--- src/rtl/control_sequencer.sv ---
// -----------------------------------------------------------------------------
// control_sequencer
//   Hardwired Moore control unit for the register-format ALU datapath.
//   Sequences fetch (T0-T2) and execute (T3-T6) and drives every bus,
//   register and ALU strobe of the datapath from the instruction in IR.
//
//   Strobes are a pure decode of the state register, plus the datapath's IR
//   register in T3 (the first cycle in which the new instruction is valid).
//   They therefore change only on clock edges and drop asynchronously with
//   reset. Fields needed after T3 are captured locally as T3 is left.
//
// Parameters
//   NREG      number of general registers (width of Rout/Rin)
//   WAIT_MAX  T1 hold cycles without mem_ready before a timeout fault
//
// Ports
//   clk        system clock, rising edge
//   reset      asynchronous, active-low; clears all state and outputs
//   run        level; start/continue execution (sampled in IDLE and at completion)
//   mem_ready  memory read data valid (only used with WAIT_STATE_EN)
//   IR         instruction register from the datapath
//   PCout, IncPC, PCin, MARin, Read, MDRin, MDRout, IRin   fetch strobes
//   Yin, Zin, Zlowout, Zhighout, LOin, HIin                execute strobes
//   Rout / Rin one-hot register read select / write enable
//   alu_op     one-hot {NOT,NEG,ROL,ROR,SHL,SHRA,SHR,DIV,MUL,SUB,ADD,OR,AND}
//   busy       high in every state except IDLE and FAULT
//   fault      sticky; illegal opcode or memory timeout, cleared only by reset
//
// Build option
//   WAIT_STATE_EN  when defined, T1 holds until mem_ready and times out into
//                  FAULT after WAIT_MAX hold cycles; otherwise T1 is one cycle
//                  and mem_ready is ignored.
// -----------------------------------------------------------------------------
module control_sequencer #(
  parameter int NREG     = 16,
  parameter int WAIT_MAX = 15
) (
  input  logic            clk,
  input  logic            reset,
  input  logic            run,
  input  logic            mem_ready,
  input  logic [31:0]     IR,
  output logic            PCout,
  output logic            IncPC,
  output logic            PCin,
  output logic            MARin,
  output logic            Read,
  output logic            MDRin,
  output logic            MDRout,
  output logic            IRin,
  output logic            Yin,
  output logic            Zin,
  output logic            Zlowout,
  output logic            Zhighout,
  output logic            LOin,
  output logic            HIin,
  output logic [NREG-1:0] Rout,
  output logic [NREG-1:0] Rin,
  output logic [12:0]     alu_op,
  output logic            busy,
  output logic            fault
);

  localparam logic [4:0] OP_ADD  = 5'b00100;
  localparam logic [4:0] OP_SUB  = 5'b00101;
  localparam logic [4:0] OP_SHR  = 5'b00110;
  localparam logic [4:0] OP_SHRA = 5'b00111;
  localparam logic [4:0] OP_SHL  = 5'b01000;
  localparam logic [4:0] OP_ROR  = 5'b01001;
  localparam logic [4:0] OP_ROL  = 5'b01010;
  localparam logic [4:0] OP_AND  = 5'b01011;
  localparam logic [4:0] OP_OR   = 5'b01100;
  localparam logic [4:0] OP_MUL  = 5'b01111;
  localparam logic [4:0] OP_DIV  = 5'b10000;
  localparam logic [4:0] OP_NEG  = 5'b10001;
  localparam logic [4:0] OP_NOT  = 5'b10010;
  localparam logic [4:0] OP_HALT = 5'b11011;

  localparam int CNT_W = (WAIT_MAX < 2) ? 1 : $clog2(WAIT_MAX + 1);

  typedef enum logic [3:0] {
    S_IDLE  = 4'd0,
    S_T0    = 4'd1,
    S_T1    = 4'd2,
    S_T2    = 4'd3,
    S_T3    = 4'd4,
    S_T4    = 4'd5,
    S_T5    = 4'd6,
    S_T6    = 4'd7,
    S_FAULT = 4'd8
  } state_t;

  state_t           state_r;
  state_t           state_s;
  logic [4:0]       op_r;
  logic [3:0]       ra_r;
  logic [3:0]       rc_r;
  logic [CNT_W-1:0] wait_cnt_r;
  logic [CNT_W-1:0] wait_cnt_s;

  logic [4:0]       ir_op_s;
  logic [3:0]       ir_ra_s;
  logic [3:0]       ir_rb_s;
  logic [3:0]       ir_rc_s;
  logic             unused_s;

  assign ir_op_s = IR[31:27];
  assign ir_ra_s = IR[26:23];
  assign ir_rb_s = IR[22:19];
  assign ir_rc_s = IR[18:15];

`ifdef WAIT_STATE_EN
  assign unused_s = ^IR[14:0];
`else
  assign unused_s = ^{IR[14:0], mem_ready, wait_cnt_r};
`endif

  // One-hot ALU function select for an opcode; zero for non-ALU opcodes.
  function automatic logic [12:0] alu_onehot(input logic [4:0] op);
    logic [12:0] v;
    case (op)
      OP_AND:  v = 13'b0000000000001;
      OP_OR:   v = 13'b0000000000010;
      OP_ADD:  v = 13'b0000000000100;
      OP_SUB:  v = 13'b0000000001000;
      OP_MUL:  v = 13'b0000000010000;
      OP_DIV:  v = 13'b0000000100000;
      OP_SHR:  v = 13'b0000001000000;
      OP_SHRA: v = 13'b0000010000000;
      OP_SHL:  v = 13'b0000100000000;
      OP_ROR:  v = 13'b0001000000000;
      OP_ROL:  v = 13'b0010000000000;
      OP_NEG:  v = 13'b0100000000000;
      OP_NOT:  v = 13'b1000000000000;
      default: v = 13'b0000000000000;
    endcase
    return v;
  endfunction

  // Two-operand instructions: Rb goes to Y in T3, Rc through the ALU in T4.
  function automatic logic is_binary(input logic [4:0] op);
    logic v;
    case (op)
      OP_ADD, OP_SUB, OP_SHR, OP_SHRA, OP_SHL, OP_ROR,
      OP_ROL, OP_AND, OP_OR, OP_MUL, OP_DIV: v = 1'b1;
      default:                               v = 1'b0;
    endcase
    return v;
  endfunction

  // Single-operand instructions: ALU result formed in T3, T4 skipped.
  function automatic logic is_unary(input logic [4:0] op);
    return (op == OP_NEG) || (op == OP_NOT);
  endfunction

  // Instructions whose result is split across LO and HI.
  function automatic logic is_muldiv(input logic [4:0] op);
    return (op == OP_MUL) || (op == OP_DIV);
  endfunction

  function automatic logic [NREG-1:0] reg_sel(input logic [3:0] idx);
    return {{(NREG-1){1'b0}}, 1'b1} << idx;
  endfunction

  // State register, wait counter and instruction fields captured on leaving T3.
  always_ff @(posedge clk or negedge reset) begin
    if (!reset) begin
      state_r    <= S_IDLE;
      wait_cnt_r <= {CNT_W{1'b0}};
      op_r       <= 5'd0;
      ra_r       <= 4'd0;
      rc_r       <= 4'd0;
    end else begin
      state_r    <= state_s;
      wait_cnt_r <= wait_cnt_s;
      if (state_r == S_T3) begin
        op_r <= ir_op_s;
        ra_r <= ir_ra_s;
        rc_r <= ir_rc_s;
      end else begin
        op_r <= op_r;
        ra_r <= ra_r;
        rc_r <= rc_r;
      end
    end
  end

  // Next-state logic; run is only consulted in IDLE and at instruction completion.
  always_comb begin
    state_s    = state_r;
    wait_cnt_s = wait_cnt_r;
    case (state_r)
      S_IDLE: begin
        if (run) state_s = S_T0;
        else     state_s = S_IDLE;
      end
      S_T0: begin
        wait_cnt_s = {CNT_W{1'b0}};
        state_s    = S_T1;
      end
      S_T1: begin
`ifdef WAIT_STATE_EN
        if (mem_ready) begin
          wait_cnt_s = {CNT_W{1'b0}};
          state_s    = S_T2;
        end else if (wait_cnt_r == CNT_W'(WAIT_MAX - 1)) begin
          state_s = S_FAULT;
        end else begin
          wait_cnt_s = wait_cnt_r + {{(CNT_W-1){1'b0}}, 1'b1};
          state_s    = S_T1;
        end
`else
        state_s = S_T2;
`endif
      end
      S_T2: state_s = S_T3;
      S_T3: begin
        if (ir_op_s == OP_HALT)     state_s = S_IDLE;
        else if (is_unary(ir_op_s)) state_s = S_T5;
        else if (is_binary(ir_op_s)) state_s = S_T4;
        else                        state_s = S_FAULT;
      end
      S_T4: state_s = S_T5;
      S_T5: begin
        if (is_muldiv(op_r)) state_s = S_T6;
        else if (run)        state_s = S_T0;
        else                 state_s = S_IDLE;
      end
      S_T6: begin
        if (run) state_s = S_T0;
        else     state_s = S_IDLE;
      end
      S_FAULT: state_s = S_FAULT;
      default: state_s = S_IDLE;
    endcase
  end

  // Moore strobe decode; every strobe defaults low so IDLE and FAULT drive nothing.
  always_comb begin
    PCout    = 1'b0;
    IncPC    = 1'b0;
    PCin     = 1'b0;
    MARin    = 1'b0;
    Read     = 1'b0;
    MDRin    = 1'b0;
    MDRout   = 1'b0;
    IRin     = 1'b0;
    Yin      = 1'b0;
    Zin      = 1'b0;
    Zlowout  = 1'b0;
    Zhighout = 1'b0;
    LOin     = 1'b0;
    HIin     = 1'b0;
    Rout     = {NREG{1'b0}};
    Rin      = {NREG{1'b0}};
    alu_op   = 13'd0;
    busy     = (state_r != S_IDLE) && (state_r != S_FAULT);
    fault    = (state_r == S_FAULT);
    case (state_r)
      S_T0: begin
        PCout = 1'b1;
        MARin = 1'b1;
        IncPC = 1'b1;
        PCin  = 1'b1;
      end
      S_T1: begin
        Read  = 1'b1;
        MDRin = 1'b1;
      end
      S_T2: begin
        MDRout = 1'b1;
        IRin   = 1'b1;
      end
      S_T3: begin
        if (is_binary(ir_op_s)) begin
          Rout = reg_sel(ir_rb_s);
          Yin  = 1'b1;
        end else if (is_unary(ir_op_s)) begin
          Rout   = reg_sel(ir_rb_s);
          alu_op = alu_onehot(ir_op_s);
          Zin    = 1'b1;
        end else begin
          // HALT and illegal opcodes assert nothing while being decoded.
          Rout = {NREG{1'b0}};
        end
      end
      S_T4: begin
        Rout   = reg_sel(rc_r);
        alu_op = alu_onehot(op_r);
        Zin    = 1'b1;
      end
      S_T5: begin
        Zlowout = 1'b1;
        if (is_muldiv(op_r)) LOin = 1'b1;
        else                 Rin  = reg_sel(ra_r);
      end
      S_T6: begin
        Zhighout = 1'b1;
        HIin     = 1'b1;
      end
      default: begin
        Zlowout = 1'b0;
      end
    endcase
  end

endmodule

--- config.mk ---
export PLATFORM = sky130hd
export DESIGN_NAME = control_sequencer
export DESIGN_NICKNAME = d
export VERILOG_FILES = /design/src/rtl/control_sequencer.sv
export SDC_FILE = /design/constraint.sdc
export NUM_CORES = 1
export LEC_CHECK = 0
export CAP_MARGIN = 20
export CORE_ASPECT_RATIO = 1.2
export CORE_UTILIZATION = 37
export CTS_CLUSTER_DIAMETER = 100
export DETAILED_ROUTE_END_ITERATION = 7
export GPL_TIMING_DRIVEN = 0
export PLACE_DENSITY = 0.81
export SLEW_MARGIN = 20
export SYNTH_ARGS = -nofsm -noshare
export SYNTH_HDL_FRONTEND = slang
export SYNTH_SLANG_ARGS = --single-unit
--- constraint.sdc ---
create_clock -name clk -period 2.5 [get_ports clk]
set_clock_uncertainty 0.15 [all_clocks]
set_input_delay 0.375 -clock clk [delete_from_list [all_inputs] [get_ports clk]]
set_output_delay 0.375 -clock clk [all_outputs]
set_load 0.02 [all_outputs]
; Word level (Yosys, flattened, before mapping)
; Memory sizes are Yosys's and may differ from the RTL's.
; Cells that the tools add are included.
[word_totals]
regBits = 17
rom_bits = 896
mem_count = 4
wordCells = 61
out_inout_bits = 61
in_bits = 36
[op_classes]
eq_ne = 14
n_shift = 3
n_reduce_logical = 6
mux = 30
[memory_table]
columns = memory, words, word_bits, rd, rd_clocked_by_memory_dff, wr, line
row1 = (no name shown), 32, 13, 1, 0, 0, 121  ; case (op)
row2 = (no name shown), 32, 13, 1, 0, 0, 121
row3 = (no name shown), 32, 1, 1, 0, 0, 143  ; case (op)
row4 = (no name shown), 32, 1, 1, 0, 0, 143
[ops]
columns = cell, n
row1 = 16-bit two-way mux, 4
row2 = 1-bit by 4-bit left shift with 16-bit output (first input constant), 3
row3 = 16-bit one-hot mux with 2 select lines, 1
row4 = 4-bit one-hot mux with 8 select lines, 1
row5 = 13-bit two-way mux, 2
row6 = 13-bit one-hot mux with 2 select lines, 1
row7 = 5-bit equality test (second input constant), 4
row8 = 4-bit by 3-bit equality test with 1-bit output (second input constant), 4
row9 = 1-bit two-way mux, 16
row10 = 4-bit two-way mux, 4
row11 = 4-bit by 2-bit equality test with 1-bit output (second input constant), 2
row12 = 5-bit by 4-bit equality test with 1-bit output (second input constant), 1
row13 = 4-bit by 1-bit equality test with 1-bit output (second input constant), 1
row14 = 4-bit equality test (second input constant), 1
row15 = 4-bit logical NOT, 1
row16 = 4-bit != test (second input constant), 1
row17 = 4-bit nonzero test, 1
row18 = 1-bit logical OR, 2
row19 = 1-bit one-hot mux with 2 select lines, 1
row20 = 2-bit OR reduction, 1
row21 = 1-bit logical AND, 1

; Logic depth before layout (Yosys ltp)
; Gate-level depths: netlist of run 1.
[logic_depth]
ltp_word = 9
mapped_depth = 7
mapped_depth_nobuf = 6

; Least setup slack after synthesis of run 1
; Ideal clock, no wire load.
[synth_path]
path_type = register -> output
start = register state_r[3]
end = output Rin[0]
slack_ps = 234
arrival_ps = 1741
n_path_buf = 2
required_ps = 1975
stages_incl_launch_ff = 6
path_cell_list = dfrtp_1 buf_6 nand2b_1 or2_1 buf_2 nor4_1
[synth_via]
elab_chain_len = 2
[synth_rtl]
columns = element, line
row1 = from (decl), 93  ; state_t state_r;
row2 = from (signal assigned), 174  ; state_r <= state_s;
row3 = 4-bit by 3-bit equality test with 1-bit output, 259  ; case (state_r)
row4 = 16-bit two-way mux, 259
row5 = to (decl), 58  ; output logic [NREG-1:0] Rin,
; Every way passes these cells.

; Worst setup path after layout of run 1
[layout_path]
start = register state_r[0]
end = output Zin
[layout_via]
elab_chain_len = 2
word_cells_on_any_way = 3
classes_between = eq/ne: 2 / mux: 1
[layout_rtl]
columns = element, line
row1 = 4-bit by 3-bit equality test with 1-bit output, 259
row2 = 1-bit one-hot mux with 2 select lines (*), 259
row3 = to (decl), 52  ; output logic Zin,
; Every way passes the cells marked *; elsewhere a longest branch is shown, timed or not.

==> results.json, run 1 <==
{
  "antenna_found_initial": 0,
  "end_kind": "output port",
  "hold_viol": 0,
  "num-fill-cells": 332,
  "drt_iter0_markers": 85,
  "ys_ff_latch": 17,
  "rows": 25,
  "worst_pin_slew_ns": 0.7980,
  "hold_slack_ns": 0.2595,
  "vdd_drop_max_v": 0.0005454,
  "cts.path.max_buffers": 2,
  "grt_pass1_vias": 1700,
  "start_util_pct": 39.06,
  "multi_input_area_um2": 1170,
  "grt_max_degree": 18,
  "gr-usage-all-layers_pct": 22.21,
  "grt_pass1_wl_mm": 7.576,
  "p_leak_nw": 1.233,
  "period_minus_slack_ns": 2.525,
  "synth.most_common_cell": "nand2_1",
  "viasPerCell": 5.417,
  "die_h_um": 72.94,
  "place_area_um2": 2420,
  "nets": 349,
  "cts_num_sinks": 17,
  "tns_ns": -0.04588,
  "yosys_most_used_dff": "dfrtp_1",
  "drv_cap": 0,
  "postRouteAntennaNets": 0,
  "synth_nets": 251,
  "die_x_um": 61.11,
  "avgRoutedWirePerCell_um": 15.58,
  "numCtsBuffers": 3,
  "grt_remaining_overflow": 0,
  "coreArea_um2": 3973,
  "hold_buffers": 0,
  "drc": 0,
  "ys_types": 42,
  "regArea_um2": 429.2,
  "h-tree-depth": 1,
  "max_freq_ghz": 0.3961,
  "synth_edf_count": 0,
  "ioPinCount": 97,
  "status": "finished, violations left",
  "dr.pass1.iters": 4,
  "critPathArrivalTime_ns": 2.00,
  "synth_top_area_share_pct": 27.42,
  "wirelength_mm": 5.640,
  "cp-start-kind": "register",
  "slew_headroom_pct": 46.64,
  "clkTransAtPathRegs_ns": 0.07,
  "cts_tree": "built",
  "syn_to_final_growth_pct": 68.47,
  "synth.area.top_cells": "dfrtp_1 27%, nand2_1 9.7%, nor2_1 7.0%",
  "dr_wl_met2_mm": 3.028,
  "worstPathRequired_ns": 1.98,
  "place_inst": 345,
  "synth_largest_area_cell": "dfrtp_1",
  "crit_fanout": 8,
  "syn_area_per_cell_um2": 7.353,
  "dpl.hpwl_mm": 3.619,
  "violations": "negative setup slack",
  "hold_class": "in -> reg",
  "async_flop_share_pct": 100.0,
  "final_cells": 362,
  "dieArea_um2": 4457,
  "clkLatencyLatePin_ns": 0.25,
  "cts-root-buf": "clkbuf_8",
  "setup_viol": 2,
  "synthTopCellsByCount": "40 x nand2_1, 29 x nor2_1, 17 x dfrtp_1",
  "vias": 1961,
  "dr.max_layer_used": "met4",
  "critPathKind": "reg -> out",
  "yosysSeqAreaShare_pct": 27.42,
  "slew_viol_final": 0,
  "dr_wl_met3_um": 372,
  "power.density_nw_per_um2": 822.5,
  "yosys_warnings": 0,
  "syn_inst": 211,
  "port_buffers": 80,
  "gp_congestion": 0.8478,
  "fin_area_um2": 2614,
  "period_share_pct": 101.0,
  "setup_ws_ns": -0.02489,
  "insertedDiodeCount": 0,
  "rsz0062_at_grt": "true",
  "syn-cell-area_um2": 1551,
  "met1_length_mm": 2.154,
  "drive_gt1_share_pct": 34.74
}
==> final cells by class <==
class | instances | share of cell area, %
Buffer | 12 | 3.782
Timing Repair Buffer | 95 | 29.63
Inverter | 7 | 1.101
Sequential cell | 17 | 16.42
Multi-Input combinational cell | 173 | 44.76
Clock buffer | 4 | 1.723
Tap cell | 54 | 2.585
==> worst max-delay path: stages (launching register included) <==
cell and delay (ns):
dfrtp_2 0.47, or4b_4 0.62, a41oi_4 0.23, o211ai_2 0.14
o21ai_2 0.16, buf_6 0.13
==> final timing paths <==
check,startpoint,endpoint,cells after the start,slack [ns]
min in group asynchronous,reset,op_r[0],1,0.44
hold / removal,IR[31],op_r[4],3,0.26
setup reg to reg,state_r[0],state_r[1],6,0.46
setup / recovery,state_r[0],Zin,5,-0.02
max in group asynchronous,reset,state_r[3],1,1.21
hold reg to reg,rc_r[0],rc_r[0],2,0.39
==> repair_timing <==
item,in CTS,in global routing
gates cloned,0,2
endpoints found under the setup margin,52,49
resized for setup,161,46
pin swaps,11,10
buffers inserted,9,5
==> cell families after synthesis <==
group | count (synthesis) | synth area share [%]
compound gates | 37 | 18.63
fa+ha+maj | 4 | 3.226
buf+inv | 22 | 8.306
flops | 17 | 27.42
simple gates | 131 | 42.42
==> power breakdown <==
part           internal, W  switching (W)
combinational     0.000609       0.000757
clock             0.000113      0.0000915
sequential        0.000412       0.000167
==> stage by stage <==
stage	power, W	setup slack [ns]	utilization, %
2_1_floorplan	0.001295	0.2337	-
3_3_place_gp	0.001657	-0.8150	60.91
3_5_place_dp	0.001685	-0.8654	60.91
4_1_cts	0.001972	-0.03791	63.18
5_1_grt	0.002293	-0.1050	65.80
6_report	0.002150	-0.02489	65.80
==> layer usage <==
layer | GRT usage [%] | vias to the layer above
met1 | 27.56 | 916
li1 | - | 948
met4 | 6.566 | 0
met3 | 3.014 | 10
met2 | 39.01 | 87
met5 | 0 | -
==> state kept, by name, indices dropped and copies added, names as in the netlist <==
name     count
state_r      4
rc_r         4
op_r         5
ra_r         4
==> placed cells by master (no fill, tap or decap), types with 4 or more instances in the layout <==
cell	instances
nand4_1	7
dlygate4sd2_1	20
buf_6	6
nor4_1	10
nor2_1	24
nor3_2	4
clkdlybuf4s50_1	24
nand2_1	39
nand2b_1	10
clkbuf_2	8
buf_4	26
dfrtp_1	14
or2_2	6
inv_1	4
o21ai_0	7
buf_2	17
clkdlybuf4s15_2	4
ha_1	4
o22ai_1	12
Note: power is estimated with default switching activity, not from simulation.
==> inputs of run 2 (changes only) <==
- ABC_AREA: default -> 1
- CORE_UTILIZATION: 37 -> 39
- CTS_CLUSTER_DIAMETER: 100 -> 50
- GPL_TIMING_DRIVEN: 0 -> default
- PLACE_DENSITY: 0.81 -> 0.82
==> results.json, run 2 <==
{
  "crit_path_frequent_cell": "nand2_1",
  "coreArea_um2": 4035,
  "dr.pass1.iters": 4,
  "grt_pass1_wl_mm": 7.769,
  "wirelength_mm": 5.031,
  "dp_slack_ns": -0.4945,
  "syn_area_per_cell_um2": 5.918,
  "clkLatencyLatePin_ns": 0.24,
  "yosys_warnings": 0,
  "num-fill-cells": 361,
  "worst_pin_slew_ns": 0.7522,
  "yosys_most_used_dff": "dfrtp_1",
  "nets": 420,
  "path_depth": 9,
  "layout_commonest_cell": "nand2_1",
  "period_share_pct": 95.69,
  "syn-cell-area_um2": 1687,
  "insertedDiodeCount": 0,
  "grt_remaining_overflow": 0,
  "reg2reg_from": "state_r[3]",
  "die_h_um": 74.04,
  "reg2reg_to": "rc_r[3]",
  "cts_tree": "built",
  "period_minus_slack_ns": 2.392,
  "viasPerCell": 5.002,
  "largest_reg_flops": 5,
  "hold_end": "op_r[0]",
  "cp-start-kind": "primary input",
  "synth_top_area_share_pct": 25.22,
  "port_buffers": 80,
  "yosysSeqAreaShare_pct": 25.22,
  "worstPathBufferInverterCount": 4,
  "crit_family": "buffers and inverters",
  "regMostFlops": "op_r",
  "cts-root-buf": "clkbuf_8",
  "avgRoutedWirePerCell_um": 11.62,
  "start_util_pct": 41.80,
  "synth.most_common_cell": "nand2_1",
  "ys_ff_latch": 17,
  "hold_class": "in -> reg",
  "vdd_drop_max_v": 0.0002335,
  "gp_congestion": 0.8022,
  "synth_largest_area_cell": "dfrtp_1",
  "final_util_pct": 65.95,
  "grt_pass1_vias": 1887,
  "synthTopCellsByCount": "88 x nand2_1, 39 x nor2_1, 31 x inv_1",
  "drc": 0,
  "drive_gt1_share_pct": 17.94,
  "numCtsBuffers": 3,
  "syn_inst": 285,
  "dieArea_um2": 4593,
  "crit_chain": "clkdlybuf4s50_1, inv_1, nand2_2, a21o_1, nand3_4, buf_6, nand2_1, nand2_1, buf_4",
  "setup_ws_ns": 0.1077,
  "setup_viol": 0,
  "layout_common_cells": "87 x nand2_1, 38 x nor2_1, 31 x clkdlybuf4s50_1",
  "multi_input_area_um2": 1094,
  "dpl.hpwl_mm": 3.861,
  "postRouteAntennaNets": 0,
  "crit_fanout": 7,
  "cpPeakStageDelay_ns": 0.50,
  "synth_edf_count": 0,
  "hp-start": "IR[27]",
  "syn_to_final_growth_pct": 57.79,
  "synth.area.top_cells": "dfrtp_1 25%, nand2_1 20%, nor3_1 8.9%",
  "power.density_nw_per_um2": 686.4,
  "async_flop_share_pct": 100.0,
  "max_freq_ghz": 0.4180,
  "vias": 2166,
  "reg2reg_slack_ns": 1.02,
  "end_kind": "output port",
  "critical_path.slowest_cell": "clkdlybuf4s50_1",
  "slew_headroom_pct": 49.70,
  "ys_types": 23,
  "gr-usage-all-layers_pct": 22.22,
  "die_x_um": 62.03,
  "holdPathStages": 3,
  "critPathArrivalTime_ns": 1.87,
  "reg2reg_depth": 6,
  "slew_viol_final": 0,
  "regArea_um2": 427.9,
  "antenna_found_initial": 0,
  "p_leak_nw": 1.608,
  "status": "finished clean",
  "synth_nets": 325,
  "rsz0062_at_grt": "false",
  "grt_max_degree": 19,
  "clkTransAtPathRegs_ns": 0.06,
  "hold_viol": 0,
  "drv_cap": 0,
  "cts.path.max_buffers": 2,
  "h-tree-depth": 1,
  "ioPinCount": 97,
  "drt_iter0_markers": 167,
  "worstPathRequired_ns": 1.98,
  "rows": 25,
  "cts_num_sinks": 17,
  "critPathKind": "in -> out"
}
## run 2: cell types whose count changed after synthesis, moves of 5 or more
| cell | before | now |
|---|---|---|
| or2_2 | 6 | 1 |
| inv_1 | 6 | 31 |
| nand2_2 | 0 | 7 |
| nand3_1 | 4 | 28 |
| nor2_1 | 29 | 39 |
| nand2_1 | 40 | 88 |
| nor4_1 | 10 | 1 |
| o22ai_1 | 14 | 0 |
| nor3_1 | 6 | 30 |
| nand2b_1 | 12 | 0 |
| o21ai_0 | 7 | 13 |
## run 2: worst min-delay path, cell delays in order
cell and delay (ns):
dlymetal6s2s_1 0.14, inv_2 0.07, o21ai_0 0.08
## run 2: kinds of logic (layout without fill, tap and decap cells)
family	Yosys count	count (layout)	share of synthesized area [%]
adders and majority gates	4	4	2.967
and+or+nand+nor	204	205	53.86
AOI/OAI and AO/OA	17	17	5.193
DFF	17	17	25.22
buffers and inverters	43	136	12.76
## run 2: stage by stage
step	cell area (µm²)	total power [W]	TNS (ns)	std cells	hold slack, ns
2_1_floorplan	1687	0.001279	0	285	-0.07059
3_3_place_gp	2572	0.001568	-7.888	423	0.3647
3_5_place_dp	2572	0.001605	-8.832	423	0.3722
4_1_cts	2600	0.001823	-0.07791	431	0.4040
5_1_grt	2661	0.001997	0	433	0.3341
6_report	2661	0.001827	0	433	0.3148
## run 2: worst max-delay path by stage
| stage | start | to | slack [ns] |
|---|---|---|---|
| finish | IR[30] | Rout[10] | 0.11 |
| global route | IR[30] | Rout[10] | 0.006 |
| floorplan | state_r[0] | Rin[0] | 0.57 |
| detailed placement | IR[27] | Rout[0] | -0.49 |
| global placement | IR[27] | Rout[0] | -0.45 |
| CTS | IR[27] | Rout[10] | -0.04 |
## run 2: timing repair
item / 4_1_cts / 5_1_grt
endpoints found under the setup margin: 46 / 34
cloned: 1 / 0
gates resized for setup: 99 / 19
hold buffers: 0 / 0
buffers inserted: 3 / 2
pin swaps: 1 / 3
## run 2: power breakdown
group	leakage, nW	total (W)	internal [W]	switching [W]
clock	0.0255	0.000195	0.000110	0.0000848
combinational	1.37	0.00106	0.000405	0.000658
sequential	0.208	0.000569	0.000410	0.000159
## run 2: final cells by class
class                      instances  area share (%)
multi-input combinational        226           41.09
timing repair buffer             100           34.04
sequential                        17           16.08
inverter                          32           4.513
tap                               54           2.539
clock buffer                       3           1.551
clock inverter                     1          0.1881
## run 2: per-layer routing
layer  track usage, %  wire length, µm
met1            25.08             1987
met2            39.01             2540
met3            3.652              368
met4            11.60              135
met5                0                0
